### src/rtl/pipe_ctrl.sv
// rtl/pipe_ctrl.sv - pipeline hazard/freeze controller with performance counters
module pipe_ctrl #(
  parameter logic [7:0] RNONE = 8'hF,
  parameter int         CNT_W = 32
) (
  input  logic             clk_i,
  input  logic             rst_ni,
  input  logic [7:0]       d_icode_i,
  input  logic [7:0]       d_srcA_i,
  input  logic [7:0]       d_srcB_i,
  input  logic [7:0]       e_icode_i,
  input  logic [7:0]       e_dstM_i,
  input  logic             e_cnd_i,
  input  logic [7:0]       m_icode_i,
  input  logic [7:0]       w_icode_i,
  input  logic             hold_req_i,
  input  logic             clr_cnt_i,
  output logic             f_stall_o,
  output logic             d_stall_o,
  output logic             w_stall_o,
  output logic             d_bubble_o,
  output logic             e_bubble_o,
  output logic             m_bubble_o,
  output logic             hold_ack_o,
  output logic             halted_o,
  output logic [CNT_W-1:0] cyc_cnt_o,
  output logic [CNT_W-1:0] stall_cnt_o,
  output logic [CNT_W-1:0] bub_cnt_o
);

  localparam logic [7:0] I_HALT   = 8'h0;
  localparam logic [7:0] I_MRMOVL = 8'h5;
  localparam logic [7:0] I_JXX    = 8'h7;
  localparam logic [7:0] I_RET    = 8'h9;
  localparam logic [7:0] I_POPL   = 8'hB;

  typedef enum logic [1:0] {
    S_RUN    = 2'd0,
    S_HOLD   = 2'd1,
    S_HALTED = 2'd2
  } state_e;

  state_e           state_q, state_d;
  logic             hold_ack_q, halted_q;
  logic [CNT_W-1:0] cyc_cnt_q, stall_cnt_q, bub_cnt_q;

  logic load_use, ret_in, mispred;
  logic run_f_stall, run_d_stall, run_d_bubble, run_e_bubble;
  logic in_run;

  // Hazard detection on the current decode/execute/memory contents
  always_comb begin
    load_use = ((e_icode_i == I_MRMOVL) || (e_icode_i == I_POPL)) &&
               (e_dstM_i != RNONE) &&
               ((e_dstM_i == d_srcA_i) || (e_dstM_i == d_srcB_i));
    ret_in   = (d_icode_i == I_RET) || (e_icode_i == I_RET) || (m_icode_i == I_RET);
    mispred  = (e_icode_i == I_JXX) && !e_cnd_i;
  end

  // Running-pipeline control; load-use takes priority over squashing decode
  always_comb begin
    run_f_stall  = load_use | ret_in;
    run_d_stall  = load_use;
    run_d_bubble = !load_use & (mispred | ret_in);
    run_e_bubble = mispred | load_use;
  end

  assign in_run = (state_q == S_RUN);

  // Freeze everything in HOLD/HALTED; m_bubble keeps a held store from repeating
  always_comb begin
    if (in_run) begin
      f_stall_o  = run_f_stall;
      d_stall_o  = run_d_stall;
      w_stall_o  = 1'b0;
      d_bubble_o = run_d_bubble;
      e_bubble_o = run_e_bubble;
      m_bubble_o = 1'b0;
    end else begin
      f_stall_o  = 1'b1;
      d_stall_o  = 1'b1;
      w_stall_o  = 1'b1;
      d_bubble_o = 1'b0;
      e_bubble_o = 1'b0;
      m_bubble_o = 1'b1;
    end
  end

  // Next-state: a retiring HALT beats a freeze request; HALTED only exits via reset
  always_comb begin
    state_d = state_q;
    case (state_q)
      S_RUN: begin
        if (w_icode_i == I_HALT) state_d = S_HALTED;
        else if (hold_req_i)     state_d = S_HOLD;
      end
      S_HOLD: begin
        if (w_icode_i == I_HALT) state_d = S_HALTED;
        else if (!hold_req_i)    state_d = S_RUN;
      end
      S_HALTED: state_d = S_HALTED;
      default:  state_d = S_RUN;
    endcase
  end

  // State register with status flags registered alongside it
  always_ff @(posedge clk_i or negedge rst_ni) begin
    if (!rst_ni) begin
      state_q    <= S_RUN;
      hold_ack_q <= 1'b0;
      halted_q   <= 1'b0;
    end else begin
      state_q    <= state_d;
      hold_ack_q <= (state_d == S_HOLD);
      halted_q   <= (state_d == S_HALTED);
    end
  end

  // Performance counters; clear wins over any increment in the same cycle
  always_ff @(posedge clk_i or negedge rst_ni) begin
    if (!rst_ni) begin
      cyc_cnt_q   <= '0;
      stall_cnt_q <= '0;
      bub_cnt_q   <= '0;
    end else if (clr_cnt_i) begin
      cyc_cnt_q   <= '0;
      stall_cnt_q <= '0;
      bub_cnt_q   <= '0;
    end else begin
      if (state_q != S_HALTED)
        cyc_cnt_q <= cyc_cnt_q + CNT_W'(1);
      if (in_run && run_f_stall)
        stall_cnt_q <= stall_cnt_q + CNT_W'(1);
      if (in_run && (run_d_bubble || run_e_bubble))
        bub_cnt_q <= bub_cnt_q + CNT_W'(1);
    end
  end

  assign hold_ack_o  = hold_ack_q;
  assign halted_o    = halted_q;
  assign cyc_cnt_o   = cyc_cnt_q;
  assign stall_cnt_o = stall_cnt_q;
  assign bub_cnt_o   = bub_cnt_q;

endmodule
### config.mk
export PLATFORM = sky130hd
export DESIGN_NAME = pipe_ctrl
export DESIGN_NICKNAME = d
export VERILOG_FILES = /design/src/rtl/pipe_ctrl.sv
export SDC_FILE = /design/constraint.sdc
export NUM_CORES = 1
export LEC_CHECK = 0
export ABC_CLOCK_PERIOD_IN_PS = 6600
export CORE_MARGIN = 4
export CORE_UTILIZATION = 41
export CTS_BUF_LIST = sky130_fd_sc_hd__clkbuf_4 sky130_fd_sc_hd__clkbuf_8 sky130_fd_sc_hd__clkbuf_16
export DETAILED_ROUTE_END_ITERATION = 12
export GPL_TIMING_DRIVEN = 1
export HOLD_SLACK_MARGIN = 0.08
export PLACE_DENSITY = 0.7
export SETUP_SLACK_MARGIN = 0.5
export SYNTH_ARGS = -nofsm -noshare
export SYNTH_HDL_FRONTEND = slang
export SYNTH_SLANG_ARGS = --single-unit
export TNS_END_PERCENT = 30
### constraint.sdc
create_clock -name clk_i -period 6.6 [get_ports clk_i]
set_input_delay 1.65 -clock clk_i [delete_from_list [all_inputs] [get_ports clk_i]]
set_output_delay 1.65 -clock clk_i [all_outputs]
set_load 0.03 [all_outputs]
==> results of run 1 <==
cell type report:
type	instances	share of cell area
Inverter	13	0.006151
Multi-Input combinational cell	501	0.4021
Clock buffer	9	0.02839
Timing Repair Buffer	169	0.2120
Tap cell	180	0.02839
Sequential cell	100	0.3155
Clock inverter	7	0.007571
logic make-up (layout without fill, tap and decap cells):
| logic type | Yosys count | in the layout | synth area share |
|---|---|---|---|
| and+or+nand+nor | 317 | 317 | 0.3048 |
| muxes | 9 | 9 | 0.01608 |
| DFF | 100 | 100 | 0.4231 |
| xor gates and xnor gates | 43 | 43 | 0.06368 |
| buffers and inverters | 49 | 198 | 0.03766 |
| AOI/OAI and AO/OA | 129 | 129 | 0.1483 |
| adders and majority gates | 3 | 3 | 0.006347 |
power by group through the flow:
| stage | registers, mW | logic (mW) | clock network, mW |
|---|---|---|---|
| 2_1_floorplan | 0.663 | 0.0554 | 0 |
| 3_3_place_gp | 0.650 | 0.154 | 0 |
| 3_5_place_dp | 0.650 | 0.157 | 0 |
| 4_1_cts | 0.638 | 0.158 | 0.528 |
| 5_1_grt | 0.640 | 0.168 | 0.555 |
| 6_report | 0.638 | 0.156 | 0.518 |
cells in the final DEF, fill, tap and decap left out, drive strengths merged, types with 3 or more instances in the layout:
cell type        n
clkdlybuf4s50  162
dfrtp          100
a21oi           57
nand2           57
nor2            54
nand4           37
or4             36
o31ai           35
nand3           35
xnor2           25
nor4            23
xor2            18
o21ai           17
or3             15
inv             15
nor3            10
nor2b            9
and3             9
clkbuf           9
buf              7
and4             6
o41ai            5
mux2i            5
mux2             4
and2             4
and3b            3
nand3b           3
or2              3
ha               3
clkinvlp         3
per-layer routing:
| metal | vias up | global-route usage | routed length [um] |
|---|---|---|---|
| met5 | - | 0 | 0 |
| met4 | 0 | 0.05493 | 229 |
| met3 | 23 | 0.06375 | 1605 |
| met2 | 235 | 0.3346 | 7929 |
| met1 | 2780 | 0.2744 | 7496 |
| li1 | 2736 | - | - |
flip-flops by register name, summed over array words and instances (netlist names):
name and flops:
bub_cnt_o 32, cyc_cnt_o 32, hold_ack_o 1, state_q 2, stall_cnt_o 32, halted_o 1
how the worst max path moves through the flow:
| stage | from | end | slack [ns] | cells after the start |
|---|---|---|---|---|
| after global routing | e_dstM_i[2] | e_bubble_o | 0.78 | 7 |
| after detailed placement | e_dstM_i[2] | e_bubble_o | 0.85 | 7 |
| after CTS | e_dstM_i[2] | e_bubble_o | 0.84 | 7 |
| after floorplan | e_dstM_i[4] | d_bubble_o | 1.72 | 5 |
| after global placement | e_dstM_i[2] | e_bubble_o | 0.92 | 7 |
| final | e_dstM_i[2] | e_bubble_o | 0.83 | 7 |
worst max-delay path: cells and delay by family:
| kind | cells | cell delay [ns] |
|---|---|---|
| buf+inv | 2 | 1.21 |
| simple gates | 2 | 0.60 |
| compound gates | 2 | 0.41 |
| xor+xnor | 1 | 0.25 |
==> impl_metrics.toml, run 1 <==
[run_status]
status = "finished, final reports clean"

[cts]
clkTransAtPathRegs_ns = 0.08
cts_setup_buffers = 0
root_buffer = "clkbuf_16"
hold_buffers = 0
h-tree-depth = 3
cts_tree = "built"
insertion_delay_ns = 0.35
clock_path_buffers = 2
cts_made_buffers = 9
clock_sinks = 100
cts_resized = 0

[grt]
antenna_found_initial = 0
grt_max_degree = 64
grt.overflow.total = 0
grt_pass1_vias = 5740
grt_pass1_wl_mm = 28.24
track_usage = 0.2083

[setup_path]
r2r-start = "state_q[1]"
reg2reg_slack_ns = 3.47
crit_slowest_cell = "clkdlybuf4s50_1"
required_ns = 4.95
crit_path_max_incr_delay_ns = 0.70
cp-end-kind = "primary output"
crit_arrival_ns = 4.12
crit_fanout = 3
critPathKind = "in2out"
worstPathCellList = "clkdlybuf4s50_1 -> xnor2_1 -> nand4_1 -> o22a_1 -> or4_1 -> a21oi_1 -> clkdlybuf4s50_1"
start_kind = "input pin"
worstReg2RegEnd = "bub_cnt_o[23]"
worst_path_most_repeated_cell = "clkdlybuf4s50_1"
reg2reg_depth = 7

[cells_and_area]
utilization = 0.5671
antenna_cells = 0
drive_above_1_share = 0.06008
finalNonFillerCells = 979
regArea_sq_um = 2502
fillers = 1240
multi_input_area_sq_um = 3189
final_cell_area_sq_um = 7933
final_nets = 858
syn_to_final_growth_pct = 34.12

[timing]
finClkSkew_ns = 0.007777
finalSetupViolations = 0
hold_viol_final = 0
rsz0062_at_grt = "false"
worstMarginPinSlew_ns = 1.277
maxSlewHeadroom = 0.1461
hold_ws_ns = 0.5515
slew_viol_final = 0
finalCriticalPeriod_ns = 5.773
fmax_mhz = 173.2
fin_crit_sh = 0.8746
fin_ws_ns = 0.8274
tns_ns = 0

[hold_path]
hold_class = "reg2reg"
hold_path_depth = 2
min-delay-start = "cyc_cnt_o[31]"
hold_end = "cyc_cnt_o[31]"

[detailed_routing]
dr.pass1.iters = 5
routed_wl_mm = 17.26
ant_nets = 0
dr.first_iter.drc_count = 463
drcViolationCount = 0
vias = 5774
vias_per_cell = 5.898
wl_per_cell_um = 17.63

[floorplanning]
die_area_sq_um = 16410
rows = 43
core_sq_um = 13990
die_h_um = 128.1
fp.dieW_um = 128.1
start_util = 0.4228
ioPinCount = 165

[yosys]
synth_common_cells = "dfrtp_1 (100), a21oi_1 (56), nand2_1 (56), nor2_1 (52), nand4_1 (37)"
synthArstFlopShare = 1.000
ys.flop_type = "dfrtp_1"
ys_types = 62
synth_top_area_cell = "dfrtp_1"
yosys.area.top_type_share = 0.4231
synth_area_leaders = "dfrtp_1 (42%), a21oi_1 (4.7%), o31ai_1 (4.4%)"
synth_most_common_cell = "dfrtp_1"
ys.warnings.count = 0
seq_area_frac_synth = 0.4231
synth.avg_cell_area_sq_um = 9.099
synth_nets = 714
netlist_instances = 650
synth_edf_count = 0
syn_area_sq_um = 5914
ys_seq_elements = 100

[place]
dp_hpwl_mm = 11.97
place_ws_ns = 0.8525
place_congestion = 0.8688
portBuffers = 164
place_inst = 962
placed_cell_area_sq_um = 7632

[power]
p_comb_frac = 0.119
power_mw = 1.311
power_density_nw_per_um2 = 165.3
intPower_mw = 0.9534
seqPwrFrac = 0.487
p_sw_mw = 0.3580
switching_share = 0.2730
clkPwrFrac = 0.395
leakage_nw = 2.821
ir_worst_vdd_v = 0.0001016

[job]
maxCapViolations = 0
(Power assumes the default switching activity.)
==> inputs of run 2 (changes only) <==
--- a/config.mk
+++ b/config.mk
@@ -13,6 +13,7 @@
 export GPL_TIMING_DRIVEN = 1
 export HOLD_SLACK_MARGIN = 0.08
 export PLACE_DENSITY = 0.7
+export REMOVE_ABC_BUFFERS = 1
 export SETUP_SLACK_MARGIN = 0.5
 export SYNTH_ARGS = -nofsm -noshare
 export SYNTH_HDL_FRONTEND = slang
==> run 2 against run 1 <==
Critical path depth did not move. Register-to-register slack got worse by 0.20 ns. Combinational power barely moved. Clock power fell by 3%. First-iteration DRC count rose by 2.2%. Die area did not move. Count of clock-buffer cells in the layout rose by 3.
==> impl_metrics.toml, run 2 (synthesis gave the netlist of run 1 again) <==
[setup_path]
cp-end-kind = "primary output"
crit_fanout = 3
required_ns = 4.95
worstReg2RegEnd = "bub_cnt_o[23]"
critPathKind = "in2out"
worstPathCellList = "clkdlybuf4s50_1 -> xnor2_1 -> nand4_1 -> o22a_1 -> or4_1 -> a21oi_1 -> clkdlybuf4s50_1"
reg2reg_slack_ns = 3.27
crit_arrival_ns = 4.07
worst_path_most_repeated_cell = "clkdlybuf4s50_1"
reg2reg_depth = 8
start_kind = "input pin"
r2r-start = "state_q[1]"
crit_slowest_cell = "clkdlybuf4s50_1"
critical_path.top_delay_family = "buffers and inverters"
critPathBufInv = 2
crit_path_max_incr_delay_ns = 0.69

[hold_path]
hold_end = "bub_cnt_o[31]"
hold_class = "reg2reg"
hold_path_depth = 2
min-delay-start = "bub_cnt_o[31]"

[place]
dp_hpwl_mm = 12.01
place_inst = 964
place_congestion = 0.8534
portBuffers = 164

[grt]
grt.overflow.total = 0
antenna_found_initial = 0
grt_max_degree = 84
grt_pass1_vias = 5554
grt_pass1_wl_mm = 27.51
track_usage = 0.2036

[detailed_routing]
vias_per_cell = 5.924
dr.first_iter.drc_count = 473
drcViolationCount = 0
vias = 5806
wl_per_cell_um = 17.51
dr.pass1.iters = 7
ant_nets = 0
routed_wl_mm = 17.16

[cts]
h-tree-depth = 3
clock_sinks = 100
hold_buffers = 0
cts_resized = 0
root_buffer = "clkbuf_16"
cts_tree = "built"
clock_path_buffers = 2
insertion_delay_ns = 0.34
clkTransAtPathRegs_ns = 0.06
cts_setup_buffers = 0
cts_made_buffers = 9

[cells_and_area]
syn_to_final_growth_pct = 34.02
drive_above_1_share = 0.06125
final_cell_mix = "clkdlybuf4s50_1 (162), dfrtp_1 (100), a21oi_1 (56), nand2_1 (56), nor2_1 (52)"
final_common_cell = "clkdlybuf4s50_1"
final_nets = 859
finalNonFillerCells = 980
utilization = 0.5666
antenna_cells = 0

[floorplanning]
die_area_sq_um = 16410
ioPinCount = 165
rows = 43
core_sq_um = 13990
start_util = 0.4228
die_h_um = 128.1
fp.dieW_um = 128.1

[timing]
rsz0062_at_grt = "false"
finClkSkew_ns = 0.005563
fin_crit_sh = 0.8672
hold_viol_final = 0
finalSetupViolations = 0
finalCriticalPeriod_ns = 5.723
fmax_mhz = 174.7
maxSlewHeadroom = 0.1903
tns_ns = 0
slew_viol_final = 0
worstMarginPinSlew_ns = 1.211

[power]
leakage_nw = 2.828
ir_worst_vdd_v = 0.0001014
power_density_nw_per_um2 = 163.8

[run_status]
status = "finished, final reports clean"

[job]
maxCapViolations = 0
[run 2: worst max-delay path by stage]
| stage | from | cells after the start | slack, ns | to |
|---|---|---|---|---|
| 2_1_floorplan | e_dstM_i[4] | 5 | 1.42 | f_stall_o |
| 3_3_place_gp | e_dstM_i[2] | 7 | 0.94 | e_bubble_o |
| 3_5_place_dp | e_dstM_i[2] | 7 | 0.90 | e_bubble_o |
| 4_1_cts | e_dstM_i[0] | 7 | 0.89 | e_bubble_o |
| 5_1_grt | e_dstM_i[4] | 7 | 0.81 | e_bubble_o |
| 6_report | e_dstM_i[2] | 7 | 0.88 | e_bubble_o |
[run 2: per-layer routing]
layer,track usage,wire [um],share of wire
met1,0.2653,7370,0.43
met3,0.05292,1465,0.085
met4,0.06180,181,0.011
met2,0.3333,8143,0.47
met5,0,0,0
[run 2: per-stage QoR]
stage	hold slack, ns	area (sq um)	power [mW]	worst slack [ns]
finish	0.5374	7926	1.298	0.8765
global route	0.5709	7926	1.351	0.8128
CTS	0.5426	7926	1.314	0.8925
detailed placement	0.5279	7647	0.8079	0.9026
global placement	0.5148	7647	0.8041	0.9447
floorplan	0.5565	5741	0.7061	1.416
[run 2: power breakdown]
part	internal (mW)	switching (mW)	total [mW]
Sequential	0.622	0.0154	0.637
Clock	0.273	0.230	0.504
Combinational	0.0710	0.0864	0.157
[run 2: tightest hold or removal path, delay by kind of cell, from the launching register on]
kind	cells	cell delay, ns
flops	1	0.37
simple gates	2	0.13
[run 2: final cells by class]
class                   instances  area (sq um)
clock buffers                  12         254.0
clock inverters                 4         25.02
fillers                      1266          6062
inverters                      13         48.80
multi-input cells             501          3189
flip-flops and latches        100          2502
well taps                     180         225.2
repair buffers                170          1682
==> inputs of run 3 (changes only) <==
--- a/config.mk
+++ b/config.mk
@@ -9,6 +9,7 @@
 export CORE_MARGIN = 4
 export CORE_UTILIZATION = 41
 export CTS_BUF_LIST = sky130_fd_sc_hd__clkbuf_4 sky130_fd_sc_hd__clkbuf_8 sky130_fd_sc_hd__clkbuf_16
+export CTS_CLUSTER_SIZE = 10
 export DETAILED_ROUTE_END_ITERATION = 12
 export GPL_TIMING_DRIVEN = 1
 export HOLD_SLACK_MARGIN = 0.08
==> results of run 3 <==
Final layout, timing and power as in run 2 (identical DEF).
